**config.mk**
```make
export PLATFORM = sky130hd
export DESIGN_NAME = ntt_coef_loader
export DESIGN_NICKNAME = d
export VERILOG_FILES = /design/src/rtl/ntt_coef_loader.sv
export SDC_FILE = /design/constraint.sdc
export NUM_CORES = 1
export LEC_CHECK = 0
export CAP_MARGIN = 20
export CORE_ASPECT_RATIO = 1.4
export CORE_UTILIZATION = 52
export DETAILED_ROUTE_END_ITERATION = 8
export PLACE_DENSITY = 0.93
export SYNTH_ARGS = -nofsm -noshare
export SYNTH_HDL_FRONTEND = slang
export SYNTH_SLANG_ARGS = --single-unit
```
**constraint.sdc**
```tcl
create_clock -name clk_i -period 2.2 [get_ports clk_i]
set_clock_uncertainty 0.15 [all_clocks]
set_input_delay 0.44 -clock clk_i [delete_from_list [all_inputs] [get_ports clk_i]]
set_output_delay 0.44 -clock clk_i [all_outputs]
set_load 0.01 [all_outputs]
```
**src/rtl/ntt_coef_loader.sv**
```systemverilog
// ntt_coef_loader: packs a serial coefficient stream into LANES-wide register-file writes.
// Optional build macro NTT_LOADER_BITREV_EN selects bit-reversed lane addresses (natural order otherwise).
module ntt_coef_loader #(
    parameter int WIDTH      = 12,
    parameter int DEPTH      = 256,
    parameter int LANES      = 16,
    parameter int ADDR_WIDTH = 8
) (
    input  logic                          clk_i,
    input  logic                          rst_ni,
    input  logic                          start_i,
    input  logic                          in_valid_i,
    input  logic [WIDTH-1:0]              in_data_i,
    output logic                          in_ready_o,
    output logic                          we_o,
    output logic [LANES*ADDR_WIDTH-1:0]   waddr_o,
    output logic [LANES*WIDTH-1:0]        din_o,
    output logic                          busy_o,
    output logic                          done_o
);

    localparam int GRPS   = DEPTH / LANES;
    localparam int LANE_W = (LANES > 1) ? $clog2(LANES) : 1;
    localparam int GRP_W  = (GRPS > 1) ? $clog2(GRPS) : 1;

    typedef enum logic [1:0] {
        S_IDLE,
        S_FILL,
        S_WRITE,
        S_DONE
    } state_t;

    state_t                        r_state;
    logic [LANE_W-1:0]             r_lane;
    logic [GRP_W-1:0]              r_grp;
    logic [WIDTH-1:0]              r_pack [LANES];
    logic                          r_we;
    logic                          r_done;
    logic [LANES*ADDR_WIDTH-1:0]   r_waddr;
    logic [LANES*WIDTH-1:0]        r_din;

    logic [LANES*WIDTH-1:0]        w_din;
    logic [LANES*ADDR_WIDTH-1:0]   w_waddr;
    logic                          w_accept;
    logic                          w_last_lane;
    logic                          w_last_grp;

    function automatic logic [ADDR_WIDTH-1:0] f_bitrev(input logic [ADDR_WIDTH-1:0] a);
        logic [ADDR_WIDTH-1:0] r;
        r = '0;
        for (int i = 0; i < ADDR_WIDTH; i++) begin
            r[i] = a[ADDR_WIDTH-1-i];
        end
        return r;
    endfunction

    assign in_ready_o  = (r_state == S_FILL);
    assign busy_o      = (r_state == S_FILL) || (r_state == S_WRITE);
    assign done_o      = r_done;
    assign we_o        = r_we;
    assign waddr_o     = r_waddr;
    assign din_o       = r_din;

    assign w_accept    = in_valid_i && in_ready_o;
    assign w_last_lane = (r_lane == LANE_W'(LANES - 1));
    assign w_last_grp  = (r_grp == GRP_W'(GRPS - 1));

    // The closing beat of a group bypasses the pack buffer so the write issues on the next cycle.
    always_comb begin
        w_din = '0;
        for (int k = 0; k < LANES; k++) begin
            if (LANE_W'(k) == r_lane) begin
                w_din[k*WIDTH +: WIDTH] = in_data_i;
            end else begin
                w_din[k*WIDTH +: WIDTH] = r_pack[k];
            end
        end
    end

    always_comb begin
        logic [ADDR_WIDTH-1:0] w_nat;
        w_waddr = '0;
        for (int k = 0; k < LANES; k++) begin
            w_nat = ADDR_WIDTH'(int'(r_grp) * LANES + k);
`ifdef NTT_LOADER_BITREV_EN
            w_waddr[k*ADDR_WIDTH +: ADDR_WIDTH] = f_bitrev(w_nat);
`else
            w_waddr[k*ADDR_WIDTH +: ADDR_WIDTH] = w_nat;
`endif
        end
    end

    always_ff @(posedge clk_i or negedge rst_ni) begin
        if (!rst_ni) begin
            r_state <= S_IDLE;
            r_lane  <= '0;
            r_grp   <= '0;
            r_we    <= 1'b0;
            r_done  <= 1'b0;
            r_waddr <= '0;
            r_din   <= '0;
            for (int k = 0; k < LANES; k++) begin
                r_pack[k] <= '0;
            end
        end else begin
            r_we   <= 1'b0;
            r_done <= 1'b0;
            unique case (r_state)
                S_IDLE: begin
                    if (start_i) begin
                        r_state <= S_FILL;
                        r_lane  <= '0;
                        r_grp   <= '0;
                    end
                end
                S_FILL: begin
                    if (w_accept) begin
                        r_pack[r_lane] <= in_data_i;
                        if (w_last_lane) begin
                            r_lane  <= '0;
                            r_state <= S_WRITE;
                            r_we    <= 1'b1;
                            r_din   <= w_din;
                            r_waddr <= w_waddr;
                        end else begin
                            r_lane <= r_lane + LANE_W'(1);
                        end
                    end
                end
                S_WRITE: begin
                    r_grp <= r_grp + GRP_W'(1);
                    if (w_last_grp) begin
                        r_state <= S_DONE;
                        r_done  <= 1'b1;
                    end else begin
                        r_state <= S_FILL;
                    end
                end
                S_DONE: begin
                    r_state <= S_IDLE;
                end
                default: begin
                    r_state <= S_IDLE;
                end
            endcase
        end
    end

endmodule

```
==> results of run 1 <==
[cell usage in the layout (no fill, tap or decap), types with 12 or more instances in the layout]
cell type,count
clkbuf_16,38
conb_1,32
nor2_1,12
buf_4,65
o21ai_0,361
buf_12,19
mux2i_1,38
mux2_2,196
dlymetal6s2s_1,24
dlygate4sd2_1,45
dfrtp_1,384
nand2_1,148
clkdlybuf4s50_1,235
[power by group through the flow]
stage	Combinational, mW	Clock [mW]	Sequential, mW
final	3.23	6.34	8.85
after CTS	3.19	6.38	8.81
after global routing	3.53	6.67	8.94
after global placement	2.99	0	8.83
after detailed placement	3.17	0	8.91
after floorplan	2.23	0	8.68
[registers in the layout, indices dropped and copies added, names as in the netlist]
signal,cells
r_lane,4
r_state,2
we_o,1
waddr_o,5
r_pack,180
done_o,1
r_grp,4
din_o,192
[logic make-up after synthesis]
| group | after synthesis |
|---|---|
| muxes | 234 |
| other | 1 |
| xor gates and xnor gates | 1 |
| and+or+nand+nor | 212 |
| adders and majority gates | 9 |
| DFF | 389 |
| buffers and inverters | 256 |
| AOI/OAI and AO/OA | 379 |
[final cells by class]
class | count | area [sq um]
Inverter | 6 | 22.5
Sequential cell | 389 | 9740
Fill cell | 2191 | 10500
Multi-Input combinational cell | 867 | 5760
Clock inverter | 9 | 90.1
Timing Repair Buffer | 395 | 3980
Clock buffer | 56 | 1120
Tap cell | 395 | 494
[stage by stage]
stage               cells  worst slack, ns  area (sq um)
finish               2117           0.0378         21200
global placement     2041           -0.203         19900
detailed placement   2041           -0.236         19900
floorplan            1512           0.0739         16900
CTS                  2117          -0.0337         21100
global route         2117         -0.00204         21200
[Yosys cell counts (2+ instances only)]
master / instances / area (sq um)
inv_1: 6 / 22.5
buf_6: 3 / 33.8
nand2b_1: 9 / 56.3
nand3_1: 10 / 50.1
dfrtp_1: 389 / 9730
o21ai_0: 361 / 1810
o221ai_1: 2 / 17.5
o21ai_1: 4 / 20.0
clkbuf_1: 98 / 368
nor3_1: 5 / 25.0
or3_1: 4 / 25.0
nand3b_1: 10 / 75.1
and4_1: 2 / 17.5
or3b_2: 4 / 35.0
mux2i_1: 38 / 380
nand2_1: 149 / 559
mux2_2: 196 / 2210
nor2_1: 13 / 48.8
buf_4: 123 / 923
buf_2: 26 / 130
ha_1: 9 / 113
nor2b_1: 3 / 18.8
[worst max-delay path: stages, from the launching register on]
cell	delay (ns)
dfrtp_2	0.39
buf_12	0.12
clkdlybuf4s50_1	0.54
[metal layers]
metal,part of all wire,vias up,wire length [um]
met2,0.52,614,24000
met4,0.041,0,1910
li1,-,5339,-
met1,0.38,6346,17600
met5,0,-,0
met3,0.059,138,2740
[how the worst max path moves through the flow]
| stage | start | endpoint | slack (ns) | cells after the start |
|---|---|---|---|---|
| floorplan | r_state[1]$_DFFE_PN0P_ | r_pack[100]$_DFFE_PN0P_ | 0.07 | 7 |
| detailed placement | in_valid_i | r_pack[130]$_DFFE_PN0P_ | -0.24 | 6 |
| finish | waddr_o[125]$_DFFE_PN0P_ | waddr_o[53] | 0.04 | 2 |
| global route | waddr_o[119]$_DFFE_PN0P_ | waddr_o[39] | -0.002 | 2 |
| global placement | in_valid_i | r_pack[124]$_DFFE_PN0P_ | -0.20 | 6 |
| CTS | r_state[1]$_DFFE_PN0P_ | in_ready_o | -0.03 | 3 |
[what timing repair did]
action | 4_1_cts | 5_1_grt
gates resized for setup | 61 | 33
endpoints found under the hold margin | 36 | 0
hold buffers | 1 | 0
gates cloned | 0 | 0
buffers inserted | 10 | 0
pin swaps | 0 | 0
endpoints found under the setup margin | 104 | 63
==> impl_results.rst, run 1 <==
.. list-table::
   :header-rows: 1

   * - Metric
     - Value
   * - Result of the run
     - completed
   * - Dominant combinational cell family by area after synthesis
     - multiplexers
   * - Initial antenna violation count
     - 2
   * - Final net count
     - between 1.5k and 2k
   * - Total of buffers placed on input and output ports
     - around 310
   * - Clock network fraction of design power
     - 0.344
   * - Cell row count
     - 77
   * - FF+latch count, synth
     - a little under 400
   * - Proportion of power drawn by flip-flops and latches
     - 0.480
   * - CP Launch Type
     - flip-flop
   * - Total DRC errors in the routed layout
     - 0
   * - Arrival time of the worst setup path
     - between 1.5 and 2 ns
   * - Count of cell types in the netlist
     - 39
   * - Endpoint of the most critical register-to-register path
     - r_pack[14]$_DFFE_PN0P_
   * - Die boundary height
     - about 210 um
   * - Clock tree from TritonCTS
     - done
   * - 1st-iter DRT viols
     - 921
   * - Hold violation total from the final report
     - 0
   * - Type of the most critical hold path
     - input port to asynchronous set/reset pin
   * - Worst-path clk slew
     - about 0.060 ns
   * - Share of the core filled with cells in the final layout
     - 0.669
   * - Pins over their slew limit
     - 0
   * - Initial Utilization
     - 0.530
   * - Logic gate share of total power
     - 0.176
   * - Worst ir drop on vdd
     - 0.000526 V
   * - Asr flop ratio synth
     - 1.00
   * - Parity-gate share of the synthesized area counting xor and xnor cells
     - 0.000521
   * - Switching part of the total
     - 0.277
   * - NetSw
     - roughly 5 mW
   * - Grt peak-use layer
     - met2
   * - Global-route congestion overflow total
     - 0
   * - Design internal power
     - between 10 and 15 mW
   * - Complex-gate fraction of the synthesized area
     - 0.116
   * - Clock root buffer
     - clkbuf_16
   * - Area of the placeable core
     - roughly 32,000 sq um
   * - Via count
     - 12.4k
   * - Met2 track demand over resource in global routing
     - 0.489
   * - Proportion of layout cells with a drive suffix above 1
     - 0.210
   * - Final-layout worst hold slack
     - approximately 0.28 ns
   * - First-pass GRT wire length
     - between 70 and 80 mm
   * - Mapped cell area
     - between 15,000 and 20,000 sq um
   * - Count of boundary I/O pins
     - 340
   * - Power Dens Cells
     - between 800 and 900 nW/um^2
   * - GR Util All Layers
     - 0.279
   * - Final HPWL from detailed placement
     - 28.9 mm
   * - Clock Sinks
     - approximately 390
   * - Static Leakage
     - about 10 nW
   * - Worst-case clock buffer depth
     - 3
   * - TritonCTS Buffers
     - 37
   * - Pin slew with the least headroom to its limit
     - 0.623 ns
   * - Peak Freq
     - roughly 460 MHz
   * - Routability congestion estimate from global placement
     - between 0.7 and 0.8
   * - Adder and majority gate portion of the synthesized area
     - 0.00670
   * - Count of yosys warnings during synthesis
     - 0
   * - Syn_area_per_cell
     - 11.3 sq um
   * - Prevailing post-synth register cell
     - dfrtp_1
   * - Final-layout setup total negative slack
     - 0 ns
   * - R2R setup slack
     - ~0.14 ns
   * - Crit-path max FO
     - 9
   * - Post-synthesis cell count
     - 1,481
   * - Number of enable flip-flop cells after synthesis
     - 0
   * - Endpoints failing setup
     - 0
   * - CP Capture Type
     - primary output
   * - Tot Pwr
     - between 15 and 20 mW
   * - Depth of the worst register-to-register path
     - 7
   * - Total length of routed wires
     - between 40 and 50 mm
   * - Minimum period implied by the final worst setup slack
     - between 2 and 2.5 ns
   * - Fin crit share
     - 0.983
   * - Synth-to-Final Area Change
     - 26.3%
   * - Vias in the first global route
     - around 13k
   * - Required time at the worst-slack endpoint
     - 1.61 ns
   * - Sequential-to-total area share from yosys stat
     - 0.579
   * - Per-cell routed wire length
     - between 20 and 25 um
   * - Worst setup path category
     - flip-flop to primary output
   * - Met3 Track Usage GR
     - 0.0356
   * - Die W
     - between 150 and 200 um
   * - Vias/cell
     - between 5 and 6
   * - Startpoint of the most critical register-to-register path
     - r_lane[0]$_DFFE_PN0P_
   * - Antenna Diode Count
     - 0
   * - Fraction of synthesized area in multiplexers
     - 0.154
   * - Number of levels the H-tree was split into
     - 2
   * - Slew margin rel.
     - 0.584
   * - Remaining number of nets flagged by the antenna check after routing
     - 0
   * - Drt pass-1 iters
     - 5
   * - Die Area
     - about 33,000 sq um
   * - Clock insertion delay at the later pin of the skew report
     - 0.53 ns
   * - Met1 demand-to-capacity share in global routing
     - 0.345
   * - Largest net degree at the start of global routing
     - 76
   * - Max capacitance violation total
     - 0
   * - Post-synthesis share of cell area spent on and, or, nand and nor gates
     - 0.0556
Note: power is estimated with default switching activity, not from simulation.
==> run 2, diff against run 1 <==
- CELL_PAD_IN_SITES_DETAIL_PLACEMENT: not set -> 1
- CELL_PAD_IN_SITES_GLOBAL_PLACEMENT: not set -> 1
- CORE_UTILIZATION: 52 -> 41
==> run 2 against run 1 <==
- combinational power up 6.2%
- non-clock buffer count decreased by 1
- count of clock-buffer cells in the layout decreased by 5
- largest cell class unchanged
==> impl_results.rst, run 2 (synthesized netlist as in run 1, its figures left out) <==
.. list-table::
   :header-rows: 1

   * - Metric
     - Value
   * - Critical path's top delay family
     - buffers and inverters (unchanged)
   * - Count of boundary I/O pins
     - 340 (unchanged)
   * - Fin crit share
     - 0.984 (was 0.983)
   * - Slowest library cell on the worst path
     - clkdlybuf4s50_1 (unchanged)
   * - Worst-path clk slew
     - 0.07 ns (was 0.06 ns)
   * - Global-route congestion overflow total
     - 0 (unchanged)
   * - Clock tree from TritonCTS
     - done (unchanged)
   * - Area of the placeable core
     - 40,400 sq um (was 31,700 sq um)
   * - Worst ir drop on vdd
     - 0.000536 V (was 0.000526 V)
   * - Total of buffers placed on input and output ports
     - 307 (unchanged)
   * - Die Area
     - 41,800 sq um (was 33,000 sq um)
   * - Non-filler instance count after layout
     - 2,257 (was 2,117)
   * - Final-layout setup total negative slack
     - 0 ns (unchanged)
   * - TritonCTS Buffers
     - 39 (was 37)
   * - First-pass GRT wire length
     - 82.9 mm (was 71.8 mm)
   * - Max FFs per register
     - 192 (unchanged)
   * - Type of the most critical hold path
     - input port to asynchronous set/reset pin (unchanged)
   * - Most frequent cells in the layout
     - dfrtp_1 (384), o21ai_0 (357), clkdlybuf4s50_1 (212) (was dfrtp_1 (384), o21ai_0 (361), clkdlybuf4s50_1 (235))
   * - Ordered list of cells on the worst path
     - buf_12 -> clkdlybuf4s50_1 (unchanged)
   * - Final HPWL from detailed placement
     - 34.0 mm (was 28.9 mm)
   * - Remaining number of nets flagged by the antenna check after routing
     - 0 (unchanged)
   * - Crit-path max FO
     - 9 (unchanged)
   * - Die W
     - 173 um (was 154 um)
   * - Result of the run
     - completed (unchanged)
   * - Max capacitance violation total
     - 0 (unchanged)
   * - GR Util All Layers
     - 0.256 (was 0.279)
   * - Sum of buffers and inverters on the critical path
     - 2 (unchanged)
   * - Number of levels the H-tree was split into
     - 2 (unchanged)
   * - Share of the core filled with cells in the final layout
     - 0.533 (was 0.669)
   * - Via count
     - 12.3k (was 12.4k)
   * - Post-Place Setup Slack
     - -0.330 ns (was -0.236 ns)
   * - Total DRC errors in the routed layout
     - 0 (unchanged)
   * - Vias/cell
     - 5.46 (was 5.87)
   * - 1st-iter DRT viols
     - 651 (was 921)
   * - Slew margin rel.
     - 0.543 (was 0.584)
   * - Largest stage delay on the critical path
     - 0.53 ns (was 0.54 ns)
   * - Worst-case clock buffer depth
     - 3 (unchanged)
   * - Number of fillers in the final layout
     - 4,190 (was 2,191)
   * - Routability congestion estimate from global placement
     - 0.773 (was 0.796)
   * - Final net count
     - 1,722 (was 1,721)
   * - Clock root buffer
     - clkbuf_16 (unchanged)
   * - Endpoints failing setup
     - 0 (unchanged)
   * - Power Dens Cells
     - 892 nW/um^2 (was 868 nW/um^2)
   * - Clock insertion delay at the later pin of the skew report
     - 0.54 ns (was 0.53 ns)
   * - CP Capture Type
     - primary output (unchanged)
   * - Total instance count after detailed placement
     - 2,178 (was 2,041)
   * - Cell row count
     - 87 (was 77)
   * - Vias in the first global route
     - 13.6k (was 12.6k)
   * - Worst setup path category
     - flip-flop to primary output (unchanged)
   * - CP Launch Type
     - flip-flop (unchanged)
   * - Proportion of layout cells with a drive suffix above 1
     - 0.214 (was 0.210)
   * - Initial antenna violation count
     - 2 (unchanged)
   * - Commonest non-fill, non-tap cell in the layout
     - dfrtp_1 (unchanged)
   * - Synth-to-Final Area Change
     - 28.2% (was 26.3%)
   * - Drt pass-1 iters
     - 4 (was 5)
   * - Clock Sinks
     - 389 (unchanged)
   * - Required time at the worst-slack endpoint
     - 1.61 ns (about the same)
   * - Hold violation total from the final report
     - 0 (unchanged)
   * - Largest net degree at the start of global routing
     - 102 (was 76)
   * - Static Leakage
     - 10.7 nW (was 10.4 nW)
   * - Initial Utilization
     - 0.416 (was 0.530)
   * - Die boundary height
     - 242 um (was 215 um)
   * - Pins over their slew limit
     - 0 (unchanged)
   * - Per-cell routed wire length
     - 23.6 um (was 21.9 um)
   * - Final Worst Setup Slack
     - 0.0357 ns (was 0.0378 ns)
   * - Peak Freq
     - 462 MHz (about the same)
   * - Minimum period implied by the final worst setup slack
     - 2.16 ns (about the same)
   * - Total length of routed wires
     - 53.2 mm (was 46.3 mm)
   * - Arrival time of the worst setup path
     - 1.57 ns (about the same)
   * - Pin slew with the least headroom to its limit
     - 0.686 ns (was 0.623 ns)
## run 2: changes by cell type in the layout (fill, tap and decap cells not counted), sizes merged, moves of 2 or more
cell,before,now
clkinvlp,2,4
clkbuf,56,52
clkdlybuf4s50,235,212
dlygate4sd2,45,60
bufinv,1,4
dlymetal6s2s,24,32
## run 2: path summary, 6_finish.rpt
kind                                     startpoint  depth (start not counted)                       to  slack [ns]
min in group clk_i            din_o[68]$_DFFE_PN0P_                          2    din_o[68]$_DFFE_PN0P_        0.36
max reg2reg                  r_state[1]$_DFFE_PN0P_                          7   din_o[108]$_DFFE_PN0P_        0.07
min reg2reg                   din_o[68]$_DFFE_PN0P_                          2    din_o[68]$_DFFE_PN0P_        0.36
min                                          rst_ni                          2  r_pack[106]$_DFFE_PN0P_        0.27
max in group asynchronous                    rst_ni                          3    din_o[67]$_DFFE_PN0P_        0.87
max                        waddr_o[119]$_DFFE_PN0P_                          2             waddr_o[119]        0.04
## run 2: final cells by class
cell class	count	area, sq um	area share
flip-flops and latches	389	9740	0.452
multi-input cells	867	5770	0.268
repair buffers	394	4010	0.186
clock buffers	51	1120	0.0521
well taps	534	668	0.0310
clock inverters	15	208	0.00964
inverters	6	22.5	0.00105
diodes	1	2.50	0.000116
## run 2: stage by stage
stage / hold WS (ns) / total power, mW / cell area (sq um)
after global routing: 0.279 / 20.0 / 21500
after CTS: 0.256 / 19.3 / 21400
after global placement: 0.245 / 11.9 / 20000
after detailed placement: 0.246 / 12.3 / 20000
after floorplan: -0.00559 / 10.9 / 16900
final: 0.271 / 19.2 / 21500
## run 2: what timing repair did
item / 4_1_cts / 5_1_grt
cloned: 0 / 1
hold buffers: 1 / 0
endpoints found under the setup margin: 140 / 117
setup buffers: 9 / 1
resized for setup: 81 / 47
hold endpoints to repair: 34 / 0
## run 2: routing by layer
layer  vias to the layer above  share of wire  track usage
li1                       5348              -            -
met1                      6476           0.38        0.294
met2                       387           0.55        0.479
met3                       102          0.040       0.0344
met4                         0          0.032       0.0968
met5                         -              0            0
## run 2: power by group
group | switching, mW | internal (mW) | leakage [nW]
Combinational | 1.83 | 1.60 | 4.71
Clock | 2.86 | 4.08 | 0.643
Sequential | 0.690 | 8.17 | 5.33
